`src/rtl/brisc_pkg.sv`:
```
// Shared types and constants for the store buffer slice: entry layout,
// drain FSM states and default sizing.
package brisc_pkg;

   localparam int unsigned XLEN             = 32;
   localparam int unsigned SB_ADDR_WIDTH    = 32;
   localparam int unsigned SB_DEPTH_DEFAULT = 4;

   // One buffered store; byte stores keep their payload in data[7:0]
   typedef struct packed {
      logic [SB_ADDR_WIDTH-1:0] addr;
      logic [XLEN-1:0]          data;
      logic                     word;
   } sb_entry_t;

   typedef enum logic {
      S_IDLE  = 1'b0,
      S_DRAIN = 1'b1
   } sb_state_e;

   // Zero-extended byte lane 'off' of a word
   function automatic logic [XLEN-1:0] sb_byte_lane(input logic [XLEN-1:0] w,
                                                    input logic [1:0]      off);
      logic [XLEN-1:0] sh;
      sh = w >> {off, 3'b000};
      return XLEN'(sh[7:0]);
   endfunction

endpackage

```
`src/rtl/sb_fwd_match.sv`:
```
// Youngest-match search over the store buffer for load forwarding.
// Only instantiated when STORE_BUFFER_FORWARD_EN is defined.
module sb_fwd_match
   import brisc_pkg::*;
#(
   parameter  int unsigned ADDRESS_WIDTH = 32,
   parameter  int unsigned DEPTH         = SB_DEPTH_DEFAULT,
   localparam int unsigned PTR_W         = $clog2(DEPTH),
   localparam int unsigned CNT_W         = PTR_W + 1
) (
   input  sb_entry_t                entries_i [DEPTH],
   input  logic [PTR_W-1:0]         head_i,
   input  logic [CNT_W-1:0]         count_i,
   input  logic [ADDRESS_WIDTH-1:0] ld_addr_i,
   input  logic                     ld_word_i,
   output logic                     match_o,
   output logic                     forwardable_o,
   output logic [XLEN-1:0]          data_o
);

   logic [1:0]      sel_off;
   logic [XLEN-1:0] sel_data;
   logic            sel_word;

   // Walk valid entries oldest to youngest so the last hit is the youngest
   always_comb begin
      logic [PTR_W-1:0] idx;
      match_o  = 1'b0;
      sel_off  = '0;
      sel_data = '0;
      sel_word = 1'b0;
      idx      = '0;
      for (int unsigned age = 0; age < DEPTH; age++) begin
         idx = head_i + PTR_W'(age);
         if ((age < 32'(count_i)) &&
             (entries_i[idx].addr[ADDRESS_WIDTH-1:2] == ld_addr_i[ADDRESS_WIDTH-1:2])) begin
            match_o  = 1'b1;
            sel_off  = entries_i[idx].addr[1:0];
            sel_data = entries_i[idx].data;
            sel_word = entries_i[idx].word;
         end
      end
   end

   // Decide whether the youngest hit can supply the load, and shape its data
   always_comb begin
      forwardable_o = match_o & (sel_word | (~ld_word_i & (sel_off == ld_addr_i[1:0])));
      if (ld_word_i) begin
         data_o = sel_data;
      end else if (sel_word) begin
         data_o = sb_byte_lane(sel_data, ld_addr_i[1:0]);
      end else begin
         data_o = XLEN'(sel_data[7:0]);
      end
   end

endmodule

```
`src/rtl/store_buffer.sv`:
```
// Write-behind store buffer owning the data cache request port.
// Stores retire into a FIFO and drain in order; loads forward from the
// buffer or go to the cache. Optional forwarding: STORE_BUFFER_FORWARD_EN.
module store_buffer
   import brisc_pkg::*;
#(
   parameter int unsigned ADDRESS_WIDTH = 32,
   parameter int unsigned DEPTH         = SB_DEPTH_DEFAULT
) (
   input  logic                     clk,
   input  logic                     rst,
   input  logic                     req_valid,
   input  logic                     req_store,
   input  logic                     req_word,
   input  logic [ADDRESS_WIDTH-1:0] req_addr,
   input  logic [XLEN-1:0]          req_data,
   input  logic                     fence,
   output logic                     stall,
   output logic                     load_valid,
   output logic [XLEN-1:0]          load_data,
   output logic                     dc_enable,
   output logic                     dc_store,
   output logic                     dc_word,
   output logic [ADDRESS_WIDTH-1:0] dc_addr,
   output logic [XLEN-1:0]          dc_data_in,
   input  logic                     dc_hit,
   input  logic [XLEN-1:0]          dc_data_out,
   output logic                     empty,
   output logic                     full
);

   localparam int unsigned PTR_W = $clog2(DEPTH);
   localparam int unsigned CNT_W = PTR_W + 1;

   sb_entry_t        entries_q [DEPTH];
   logic [PTR_W-1:0] head_q, head_d;
   logic [PTR_W-1:0] tail_q, tail_d;
   logic [CNT_W-1:0] count_q, count_d;
   sb_state_e        state_q, state_d;

   logic             is_load, is_store;
   logic             fence_wait;
   logic             fwd_hit, cache_ld;
   logic             drain_sel, push, pop;
   logic [XLEN-1:0]  fwd_data;
   sb_entry_t        head_ent, new_ent;

   assign empty      = (count_q == '0);
   assign full       = (count_q == CNT_W'(DEPTH));
   assign is_load    = req_valid & ~req_store;
   assign is_store   = req_valid &  req_store;
   assign fence_wait = fence & (~empty | (state_q == S_DRAIN));
   assign head_ent   = entries_q[head_q];
   assign new_ent    = '{addr: SB_ADDR_WIDTH'(req_addr), data: req_data, word: req_word};

`ifdef STORE_BUFFER_FORWARD_EN
   logic fwd_match, fwd_ok;

   sb_fwd_match #(
      .ADDRESS_WIDTH (ADDRESS_WIDTH),
      .DEPTH         (DEPTH)
   ) u_fwd (
      .entries_i     (entries_q),
      .head_i        (head_q),
      .count_i       (count_q),
      .ld_addr_i     (req_addr),
      .ld_word_i     (req_word),
      .match_o       (fwd_match),
      .forwardable_o (fwd_ok),
      .data_o        (fwd_data)
   );

   // Forwarding needs no port, so it works in either state; a cache load
   // needs a free port and no older store to the same word
   assign fwd_hit  = is_load & fwd_match & fwd_ok & ~fence_wait;
   assign cache_ld = is_load & ~fwd_match & (state_q == S_IDLE) & ~fence_wait;
`else
   // Without matching logic any buffered store may alias, so loads wait for empty
   assign fwd_hit  = 1'b0;
   assign fwd_data = '0;
   assign cache_ld = is_load & empty & (state_q == S_IDLE) & ~fence_wait;
`endif

   assign drain_sel = ~cache_ld & ~empty;
   assign push      = is_store & ~full & ~fence_wait;
   assign pop       = drain_sel & dc_hit;

   // State register
   always_ff @(posedge clk or posedge rst) begin
      if (rst) begin
         state_q <= S_IDLE;
      end else begin
         state_q <= state_d;
      end
   end

   // Next state: lock the port in S_DRAIN while a presented store awaits its hit
   always_comb begin
      state_d = state_q;
      case (state_q)
         S_IDLE:  if (drain_sel & ~dc_hit) state_d = S_DRAIN;
         S_DRAIN: if (dc_hit)              state_d = S_IDLE;
         default:                          state_d = S_IDLE;
      endcase
   end

   // Outputs: port mux between cache load and head store, load result, stall
   always_comb begin
      dc_enable  = 1'b0;
      dc_store   = 1'b0;
      dc_word    = 1'b0;
      dc_addr    = '0;
      dc_data_in = '0;
      if (cache_ld) begin
         dc_enable  = 1'b1;
         dc_word    = req_word;
         dc_addr    = req_addr;
         dc_data_in = req_data;
      end else if (drain_sel) begin
         dc_enable  = 1'b1;
         dc_store   = 1'b1;
         dc_word    = head_ent.word;
         dc_addr    = ADDRESS_WIDTH'(head_ent.addr);
         dc_data_in = head_ent.data;
      end

      load_valid = fwd_hit | (cache_ld & dc_hit);
      load_data  = '0;
      if (fwd_hit) begin
         load_data = fwd_data;
      end else if (cache_ld) begin
         load_data = dc_data_out;
      end

      // A pop in the same cycle does not free a slot for a store
      stall = fence_wait | (is_store & full) | (is_load & ~load_valid);
   end

   // Pointer and occupancy next-state
   always_comb begin
      head_d = pop  ? head_q + PTR_W'(1) : head_q;
      tail_d = push ? tail_q + PTR_W'(1) : tail_q;
      case ({push, pop})
         2'b10:   count_d = count_q + CNT_W'(1);
         2'b01:   count_d = count_q - CNT_W'(1);
         default: count_d = count_q;
      endcase
   end

   // Pointer and occupancy registers; reset discards all entries
   always_ff @(posedge clk or posedge rst) begin
      if (rst) begin
         head_q  <= '0;
         tail_q  <= '0;
         count_q <= '0;
      end else begin
         head_q  <= head_d;
         tail_q  <= tail_d;
         count_q <= count_d;
      end
   end

   // Entry storage; contents are only meaningful below count_q
   always_ff @(posedge clk) begin
      if (push) begin
         entries_q[tail_q] <= new_ent;
      end
   end

endmodule

```
`config.mk`:
```
export PLATFORM = sky130hd
export DESIGN_NAME = store_buffer
export DESIGN_NICKNAME = d
export VERILOG_FILES = /design/src/rtl/brisc_pkg.sv /design/src/rtl/sb_fwd_match.sv /design/src/rtl/store_buffer.sv
export SDC_FILE = /design/constraint.sdc
export NUM_CORES = 1
export LEC_CHECK = 0
export BUFFER_PORTS_ARGS = -buffer_cell sky130_fd_sc_hd__clkbuf_2
export CORE_UTILIZATION = 33
export CTS_CLUSTER_SIZE = 20
export DETAILED_ROUTE_END_ITERATION = 8
export PLACE_DENSITY = 0.53
export SETUP_SLACK_MARGIN = 0.4
export SYNTH_ARGS = -nofsm -noshare
export SYNTH_HDL_FRONTEND = slang
export SYNTH_SLANG_ARGS = --single-unit
```
`constraint.sdc`:
```
create_clock -name clk -period 5.8 [get_ports clk]
set_input_delay 1.16 -clock clk [delete_from_list [all_inputs] [get_ports clk]]
set_output_delay 1.16 -clock clk [all_outputs]
set_load 0.03 [all_outputs]
```
Yosys cells after proc, flatten, opt, wreduce, memory -nomap -nowiden --
Memories as Yosys holds them, arrays and structs flattened. Cells that the tools add are included.
Operators by class: add/sub/neg operators 4, equal/unequal tests 3, muxes and demuxes 16, bitwise operators 25, reduce and logical (&&, ||, !) cells 2
Operators by type and width (count):
- $mux 32 | 5
- $and 1x1->1 | 14
- $mux 1 | 9
- $not 1->1 | 8
- $pmux 3 s2 | 1
- $add 2x1->2 const B | 2
- $add 3x1->3 const B | 1
- $eq 3x3->1 const B | 1
- $logic_not 3->1 | 1
- $or 1x1->1 | 3
- $sub 3x1->3 const B | 1
- $eq 2x1->1 const B | 1
- $eq 2x2->1 const B | 1
- $pmux 1 s2 | 1
- $reduce_bool 2->1 | 1
Word-level totals: bits in registers 8, RAM bits 260, input port bits 103, logic and storage cells 55, memories 1
Memory list:
- entries_q | depth 4, width 65, rd ports 1, clocked after Yosys merged registers in 0, write ports 1, RTL line store_buffer.sv:35 | sb_entry_t entries_q [DEPTH];

Depth between registers and ports, before layout --
Gate-level depths: netlist (run 1).
depth after elaboration 11, depth in mapped cells 8, depth with buffers taken out 8

Least setup slack after synthesis (run 1) --
Ideal clock, no wire load.
kind input-to-reg, from input port req_valid, to memory entries_q[0][0] (netlist name), enable pin, setup time 0.430 ns, arrival 3.091 ns, data required time 5.370 ns, setup slack 2.279 ns, stages on the path 3, path buffers 0, cells stage by stage nand2_1 > a211oi_4 > and2_1
Between the ends: longest elaborated chain between the ends 5
Ends and longest elaborated chain:
- from (decl) | RTL line store_buffer.sv:12 | input logic req_valid,
- $and 1x1->1 | RTL line store_buffer.sv:51 | assign is_store = req_valid & req_store;
- $and 1x1->1 (2 in a row) | RTL line store_buffer.sv:85 | assign push = is_store & ~full & ~fence_wait;
- $mux 1 | RTL line store_buffer.sv:165 | if (push) begin
- $mux 1 (implied by the code) | RTL line store_buffer.sv:166 | entries_q[tail_q] <= new_ent;
- to (decl) | RTL line store_buffer.sv:35
Every way passes these cells.

Worst setup path after layout (run 1) --
from register count_q[0], to output port dc_data_in[1]
Between the ends: longest elaborated chain between the ends 10, elaborated cells on any way between the ends 12, classes of those cells mux: 2; bitwise: 9; reduce/logical: 1
Ends and longest elaborated chain:
- from (decl) | RTL line store_buffer.sv:38 | logic [CNT_W-1:0] count_q, count_d;
- from (signal assigned) | RTL line store_buffer.sv:159 | count_q <= count_d;
- $logic_not 3->1 (*) | RTL line store_buffer.sv:48 | assign empty = (count_q == '0);
- $not 1->1 | RTL line store_buffer.sv:52, store_buffer.sv:84
- $or 1x1->1 | RTL line store_buffer.sv:52 | assign fence_wait = fence & (~empty | (state_q == S_DRAIN));
- $and 1x1->1 | RTL line store_buffer.sv:52
- $not 1->1 | RTL line store_buffer.sv:81 | assign cache_ld = is_load & empty & (state_q == S_IDLE) & ~fence_wait;
- $and 1x1->1 | RTL line store_buffer.sv:81
- $not 1->1 | RTL line store_buffer.sv:84 | assign drain_sel = ~cache_ld & ~empty;
- $and 1x1->1 | RTL line store_buffer.sv:84
- $mux 32 | RTL line store_buffer.sv:119 | end else if (drain_sel) begin
- $mux 32 (*) | RTL line store_buffer.sv:114 | if (cache_ld) begin
- to (decl) | RTL line store_buffer.sv:25 | output logic [XLEN-1:0] dc_data_in,
Every way passes the cells marked *; elsewhere a longest branch is shown, timed or not.

==> results of run 1 <==
==> worst max-delay path by stage <==
| stage | endpoint | startpoint | cells after the start | slack, ps |
|---|---|---|---|---|
| global placement | dc_word | req_store | 5 | 1780 |
| floorplan | entries_q[0][0] | req_valid | 3 | 2280 |
| finish | dc_data_in[1] | count_q[0] | 4 | 1740 |
| detailed placement | dc_word | req_store | 5 | 1680 |
| global route | dc_data_in[1] | count_q[0] | 4 | 1540 |
| CTS | dc_word | count_q[0] | 4 | 1640 |
==> cell families (layout without fill, tap and decap cells) <==
group | after synthesis | after routing
XOR/XNOR | 6 | 6
adder cells (fa/ha/maj) | 6 | 6
buffers and inverters | 38 | 263
flip-flops | 268 | 268
AO/OA/AOI/OAI | 67 | 67
AND/OR/NAND/NOR | 50 | 50
multiplexers | 67 | 67
other | 0 | 1
==> flip-flops by register name, summed over array words and instances, names as in the netlist <==
name	cells
count_q	3
entries_q	260
head_q	2
state_q	1
tail_q	2
==> routing by layer <==
metal  wire (um)  up-vias  track usage, %
li1            -     2518               -
met1        9540     2924            17.6
met2       11300      198            24.2
met3        1360       25            2.67
met4         437        0            2.92
met5           0        -               0
==> synth_stat cells, drive strengths merged <==
master	instances	share of area, %
and3	1	0.058
or4	1	0.11
mux4	65	14
inv	5	0.18
a211oi	1	0.19
mux2	2	0.25
nor3b	1	0.070
nand2b	2	0.12
nor2b	1	0.058
nand2	1	0.035
buf	18	0.85
clkbuf	15	0.53
nand3	2	0.093
ha	5	0.58
and2	38	2.2
a22o	65	5.3
dfrtp	8	1.9
xor2	2	0.16
a32o	1	0.093
xnor2	4	0.33
fa	1	0.19
edfxtp	260	73
nor2	2	0.070
nor3	1	0.093
==> power breakdown <==
part | switching (uW) | internal [uW]
Combinational | 1360 | 942
Clock | 686 | 955
Sequential | 223 | 2280
==> through the flow <==
| stage | utilization, % | cells | total power [uW] |
|---|---|---|---|
| after global placement | 38.3 | 1078 | 4870 |
| final | 40.9 | 1130 | 6460 |
| after detailed placement | 38.3 | 1078 | 4900 |
| after global routing | 40.9 | 1129 | 6770 |
| after floorplan | - | 502 | 4210 |
| after CTS | 40.9 | 1129 | 6570 |
==> critical path, stage by stage, from the launching register on <==
cell	delay, ps
dfrtp_1	460
nor3_2	370
and3_4	960
a22o_1	320
clkbuf_2	220
==> cells in the final DEF (no fill, tap or decap), types with 2 or more instances in the layout <==
cell type and n:
and2_4 4, nand2b_1 2, dfrtp_4 2, mux4_2 65, clkbuf_16 29, ha_1 5
xor2_1 2, a22o_1 65, clkbuf_2 205, xnor2_1 4, edfxtp_1 260, nand3_1 2
and2_1 34, clkinv_1 9, inv_1 4, dfrtp_1 6, nor2_1 2, clkinv_2 2
clkbuf_1 9
==> layout make-up <==
| class | instances | share of cell area, % |
|---|---|---|
| diodes | 1 | 0.0193 |
| clock buffers | 38 | 5.85 |
| clock inverters | 13 | 0.636 |
| inverters | 5 | 0.145 |
| multi-input cells | 196 | 19.7 |
| flip-flops and latches | 268 | 61.7 |
| well taps | 402 | 3.87 |
| repair buffers | 207 | 8.11 |
==> results.yml, run 1 <==
run_status:
  outcome: "complete, no violations"
floorplanning:
  top_level_ports: 206
  die_w_um: 182
  start_util_pct: 33.8
  die_h_um: 182
  dieArea_sq_um: 33200
  core_sq_um: 31700
  row_count: 65
cts:
  cts-root-buf: "clkbuf_16"
  cts_inserted_buffers: 29
  insertion_delay_ps: 520
  clk_path_buf_depth: 3
  cts_hold_buf: 0
  cts_tree: "done"
  cts_sinks: 268
  postCtsSetupBuffers: 0
  clk_pin_slew_ps: 60
  cts_resized: 0
  cts.htree.levels: 1
drt:
  first_iter_violations: 323
  dr.pass1.iters: 4
  vias: 5665
  viasPerCell: 5.01
  routed_wirelength_mm: 22.6
  wire_per_inst_um: 20.0
  final_antenna_net_count: 0
  route.detailed.drc: 0
power_and_ir_drop:
  total_leakage_power_uw: 0.00474
  peakVddDrop_v: 0.000253
  power_density_nw_per_um2: 497
finish:
  areaGrowthSynthToFinish_pct: 21.2
  drive_gt1_share_pct: 43.7
  fillers: 2830
  stdcell_area_sq_um: 13000
  multi_input_area_sq_um: 2550
  seqCellArea_sq_um: 8020
  fin_nets: 816
timing:
  slew-limit-headroom_pct: 27.0
  slew_viol_final: 0
  post-route-period-util_pct: 70.0
  fin_worst_skew_ps: 7.71
  worstMarginPinSlew_ps: 1100
  setup_violations: 0
  fmax_mhz: 246
  hold_viol: 0
  finalSetupTns_ps: 0
  final.setup.worst_slack_ps: 1740
  min_period_ps: 4060
  holdWs_ps: 548
  rsz0062_at_grt: "no"
synthesis:
  syn_area_sq_um: 10700
  synth_top_family_by_area: "multiplexers"
  synth_xor_xnor_area_share_pct: 0.491
  synth_compound_area_share_pct: 5.60
  yosys.area_share.adder_pct: 0.771
  syn_area_per_cell_sq_um: 21.3
  ys_warn_count: 0
  syn-instance-count: 502
  synth-simple-area-share_pct: 2.92
  synth_mux_area_share_pct: 13.9
  ys_seq_area_share_pct: 74.8
  ys_types: 27
  syn_nets: 611
  ys_ff_latch: 268
global_route:
  antenna_found_initial: 0
  grt_pass1_wl_mm: 34.9
  grt_overflow_total: 0
  grt_pass1_vias: 6078
  grt_max_degree: 100
  grt.total_usage_pct: 13.7
worst_setup_path:
  timing.rr.end: "entries_q[2][2]"
  reg2reg_from: "count_q[0]"
  cp_data_required_time_ps: 4640
  start_kind: "flip-flop"
  crit_path_max_fanout: 99
  cp.arrival_ps: 2900
  timing.reg2reg.setup_slack_ps: 2890
  path_class: "reg -> out"
  ff2ff_path_depth: 3
  worstSetupEndpointType: "primary output"
worst_hold_path:
  hold_path_depth: 1
  hp-start: "count_q[2]"
  hold_end: "count_q[2]"
  min_path_type: "reg -> reg"
placed_design:
  place_congestion: 0.701
  port_buffers: 205
  dpl_worst_slack_ps: 1680
  place_area_sq_um: 12100
  place.detailed.hpwl_mm: 12.5
job:
  cap_violations: 0
Note: power is estimated with default switching activity, not from simulation.
==> inputs of run 2 (changes only) <==
clock period = 3.99 ns   (was 5.8 ns; I/O delays follow)
==> run 2 against run 1 <==
Compared with the run above: first-iteration DRC count shrank 0.93%; sequential power grew 40%; die area is the same; largest cell class unchanged; wire length grew 0.69%; global-route usage is essentially flat; clock skew grew 2.8 ps; clock power grew 58%; worst hold slack lost 340 ps; highest routed layer is now met5.
==> results.yml, run 2 (synthesis results as in run 1) <==
finish:
  final_cell_mix: "edfxtp_1, clkbuf_2, mux4_2, a22o_1, and2_1"
  stdcell_area_sq_um: 13200
  top_register: "entries_q"
  largestRegisters: "entries_q: 260 flops, count_q: 3 flops"
  areaGrowthSynthToFinish_pct: 23.6
  fin_nets: 826
  multi_input_area_sq_um: 2550
  drive_gt1_share_pct: 45.4
  antennaDiodeCount: 0
  seqCellArea_sq_um: 8020
  largest_register_ffs: 260
  fillers: 2847
  layout_commonest_cell: "edfxtp_1"
floorplanning:
  start_util_pct: 33.8
  row_count: 65
  core_sq_um: 31700
  die_h_um: 182
  top_level_ports: 206
  die_w_um: 182
  dieArea_sq_um: 33200
timing:
  setup_violations: 0
  post-route-period-util_pct: 84.7
  holdWs_ps: 206
  min_period_ps: 3380
  finalSetupTns_ps: 0
  final.setup.worst_slack_ps: 609
  slew_viol_final: 0
  rsz0062_at_grt: "no"
  fmax_mhz: 296
  worstMarginPinSlew_ps: 651
  fin_worst_skew_ps: 10.5
  slew-limit-headroom_pct: 56.6
  hold_viol: 0
cts:
  insertion_delay_ps: 520
  cts_sinks: 268
  cts_tree: "done"
  postCtsSetupBuffers: 0
  cts.htree.levels: 1
  cts_inserted_buffers: 28
  cts_resized: 0
  cts_hold_buf: 0
  clk_path_buf_depth: 3
  clk_pin_slew_ps: 60
  cts-root-buf: "clkbuf_16"
worst_setup_path:
  path_class: "reg -> out"
  cp_data_required_time_ps: 3190
  crit_path_max_fanout: 56
  worstSetupEndpointType: "primary output"
  crit_start: "count_q[0]"
  reg2reg_from: "count_q[0]"
  start_kind: "flip-flop"
  cp.arrival_ps: 2580
global_route:
  grt_overflow_total: 0
  antenna_found_initial: 1
  grt_max_degree: 57
  grt_pass1_vias: 6060
  grt.total_usage_pct: 13.8
  grt_pass1_wl_mm: 34.9
placed_design:
  port_buffers: 205
  place_area_sq_um: 12300
  dpl_worst_slack_ps: 902
  place_congestion: 0.698
  place.detailed.hpwl_mm: 13.6
drt:
  wire_per_inst_um: 20.0
  first_iter_violations: 320
  vias: 5755
  final_antenna_net_count: 0
  route.detailed.drc: 0
  viasPerCell: 5.05
  routed_wirelength_mm: 22.8
  dr.pass1.iters: 5
run_status:
  outcome: "complete, no violations"
power_and_ir_drop:
  total_leakage_power_uw: 0.00486
  power_density_nw_per_um2: 730
  peakVddDrop_v: 0.000386
worst_hold_path:
  min_path_type: "in -> async"
job:
  cap_violations: 0
## run 2: cell types whose count changed in the layout (fill, tap and decap cells not counted), sizes merged
cell	delta
clkinv	+3
buf	+11
inv	-1
diode	-1
clkinvlp	+1
clkbuf	-6
bufinv	+3
## run 2: area by class of cell
type | count | area share [%]
clock inverter | 19 | 1.41
multi-input combinational | 196 | 19.3
sequential | 268 | 60.6
timing repair buffer | 218 | 9.24
tap | 402 | 3.80
clock buffer | 32 | 5.57
inverter | 5 | 0.142
## run 2: path summary, 6_finish.rpt
| kind | endpoint | slack, ps | depth (start not counted) |
|---|---|---|---|
| max in group asynchronous | head_q[0] | 3500 | 2 |
| min | state_q | 210 | 2 |
| min reg2reg | count_q[2] | 540 | 1 |
| max reg2reg | entries_q[2][39] | 1200 | 4 |
| max | dc_data_in[1] | 610 | 5 |
| min in group clk | state_q | 500 | 2 |
## run 2: routing by layer
metal | global-route usage [%] | vias to the layer above | wire length (um)
met2 | 23.9 | 186 | 11200
met3 | 3.43 | 29 | 1390
li1 | - | 2538 | -
met4 | 3.23 | 2 | 372
met1 | 17.3 | 3000 | 9810
met5 | 0 | - | 13
## run 2: critical path: stages, from the launching register on
cell and delay, ps:
dfrtp_1 450, nor3_2 350, and3_4 480, buf_12 290, a22o_1 220, clkbuf_2 230
## run 2: power breakdown
| group | switching (uW) | internal, uW |
|---|---|---|
| registers | 193 | 3320 |
| logic | 2130 | 1430 |
| clock network | 1020 | 1570 |
## run 2: stage by stage
step                      std cells  total power, uW  utilization, %
final                          1140             9660            41.7
after global routing           1140            10100            41.7
after CTS                      1139             9790            41.7
after detailed placement       1088             7180            38.8
after global placement         1088             7160            38.8
after floorplan                 502             6130               -
==> inputs of run 3 (changes only) <==
PLACE_DENSITY = 0.55   (was 0.53)
clock period = 3.1 ns   (was 3.99 ns; I/O delays follow)
==> run 3 against run 2 <==
Compared with the run above: core utilization rose by 5.5 points; sequential share of layout area down 7.0 points; sequential power up 26%; clock power grew 39%; register-to-register slack got worse by 720 ps; global-route usage grew 2.8 points; wire length increased by 22%; sequential cell count stayed put; worst hold slack worse by 190 ps; clock skew grew 0.74 ps; worst setup slack worse by 370 ps; critical endpoint is now dc_addr[1].
==> results.yml, run 3 (synthesis results as in run 1) <==
drt:
  route.detailed.drc: 0
  met1_length_mm: 11.4
  vias: 6119
  wl_met2_mm: 14.4
  routed_wirelength_mm: 27.8
  final_antenna_net_count: 0
  dr.pass1.iters: 4
  top_layer: "met4"
  dr_wl_met3_mm: 1.51
  viasPerCell: 5.14
  first_iter_violations: 421
  wire_per_inst_um: 23.3
floorplanning:
  die_h_um: 182
  core_sq_um: 31700
  row_count: 65
  top_level_ports: 206
  start_util_pct: 33.8
  die_w_um: 182
  dieArea_sq_um: 33200
power_and_ir_drop:
  comb_power_share_pct: 42.6
  total_leakage_power_uw: 0.00556
  total_power_uw: 14000
  p_sw_share_pct: 33.2
  peakVddDrop_v: 0.000664
  intPower_uw: 9350
  pwr-share-clk_pct: 25.8
  switchingPower_uw: 4650
  seqPwrFrac_pct: 31.7
  power_density_nw_per_um2: 935
job:
  cap_violations: 0
placed_design:
  port_buffers: 205
  place_area_sq_um: 12400
  place_congestion: 0.735
  place.detailed.hpwl_mm: 13.8
cts:
  clk_path_buf_depth: 3
  cts_inserted_buffers: 29
  cts_hold_buf: 0
  clk_pin_slew_ps: 60
  cts.htree.levels: 1
  cts_tree: "done"
  cts-root-buf: "clkbuf_16"
  insertion_delay_ps: 540
  cts_sinks: 268
worst_setup_path:
  worstSetupEndpointType: "primary output"
  start_kind: "flip-flop"
  crit_path_max_fanout: 8
  path_class: "reg -> out"
  cp_data_required_time_ps: 2480
  cp.arrival_ps: 2240
finish:
  drive_gt1_share_pct: 54.6
  final_cell_mix: "edfxtp_1, clkbuf_2, mux4_2, a22o_1, buf_8"
  seqCellArea_sq_um: 8020
  largestRegisters: "entries_q: 260 flops, count_q: 3 flops"
  layout_commonest_cell: "edfxtp_1"
  multi_input_area_sq_um: 2660
  antennaDiodeCount: 0
  top_register: "entries_q"
  largest_register_ffs: 260
  final_core_util_pct: 47.2
  fillers: 2659
  fin_nets: 876
  areaGrowthSynthToFinish_pct: 39.8
  stdcell_area_sq_um: 15000
timing:
  rsz0062_at_grt: "yes"
  slew-limit-headroom_pct: 70.7
  min_period_ps: 2860
  hold_viol: 0
  post-route-period-util_pct: 92.3
  holdWs_ps: 15.8
  fin_worst_skew_ps: 11.2
  worstMarginPinSlew_ps: 440
  fmax_mhz: 350
  setup_violations: 0
  slew_viol_final: 0
  finalSetupTns_ps: 0
global_route:
  antenna_found_initial: 0
  grt_max_degree: 39
  grt.total_usage_pct: 16.6
  grt_pass1_vias: 6649
  grt_pass1_wl_mm: 40.5
  grt_overflow_total: 0
worst_hold_path:
  min_path_type: "in -> async"
run_status:
  outcome: "complete, no violations"
-- run 3: changes by cell type in the layout (fill, tap and decap cells not counted), sizes merged --
cell | before | now
inv | 5 | 9
bufbuf | 0 | 1
clkbuf | 237 | 175
clkinv | 14 | 9
bufinv | 4 | 6
clkinvlp | 1 | 2
buf | 13 | 123
-- run 3: power groups by stage --
| stage | Clock, uW | Sequential [uW] | Combinational, uW |
|---|---|---|---|
| floorplan | 0 | 4410 | 3470 |
| detailed placement | 0 | 4600 | 4700 |
| global placement | 0 | 4580 | 4670 |
| finish | 3610 | 4430 | 5960 |
| global route | 3830 | 4460 | 6290 |
| CTS | 3690 | 4440 | 5670 |
-- run 3: per-stage QoR --
stage	std cells	worst slack, ps
after floorplan	502	416
after global placement	1094	552
after detailed placement	1094	459
after CTS	1184	192
after global routing	1191	161
final	1191	239
-- run 3: final timing paths --
path | from | end | slack, ps | cells after the start
setup / recovery | head_q[0] | dc_addr[1] | 240 | 5
hold / removal | rst | tail_q[1] | 20 | 2
setup reg to reg | count_q[2] | count_q[2] | 480 | 10
hold reg to reg | count_q[0] | count_q[0] | 590 | 1
max in group asynchronous | rst | head_q[0] | 2790 | 2
min in group clk | req_data[13] | entries_q[0][14] | 310 | 1
-- run 3: cell type report --
| cell class | count | area share [%] |
|---|---|---|
| clock buffer | 32 | 4.92 |
| multi-input combinational | 196 | 17.7 |
| tap | 402 | 3.36 |
| timing repair buffer | 267 | 18.5 |
| clock inverter | 21 | 1.84 |
| sequential | 268 | 53.6 |
| inverter | 5 | 0.125 |
-- run 3: routing by layer --
layer	vias to the layer above	GRT usage, %
met3	36	2.99
met2	211	30.2
met4	0	4.34
met5	-	0
li1	2657	-
met1	3215	20.1
-- run 3: repair_timing --
action	CTS	global route
setup endpoints to repair	100	100
hold endpoints to repair	0	0
gates resized for setup	180	121
setup buffers	23	4
pin swaps	28	24
gates cloned	14	3
-- run 3: worst max-delay path: stages, from the launching register on --
cell	delay (ps)
dfrtp_4	520
buf_12	170
buf_12	130
mux4_2	500
a22o_1	210
clkbuf_8	170
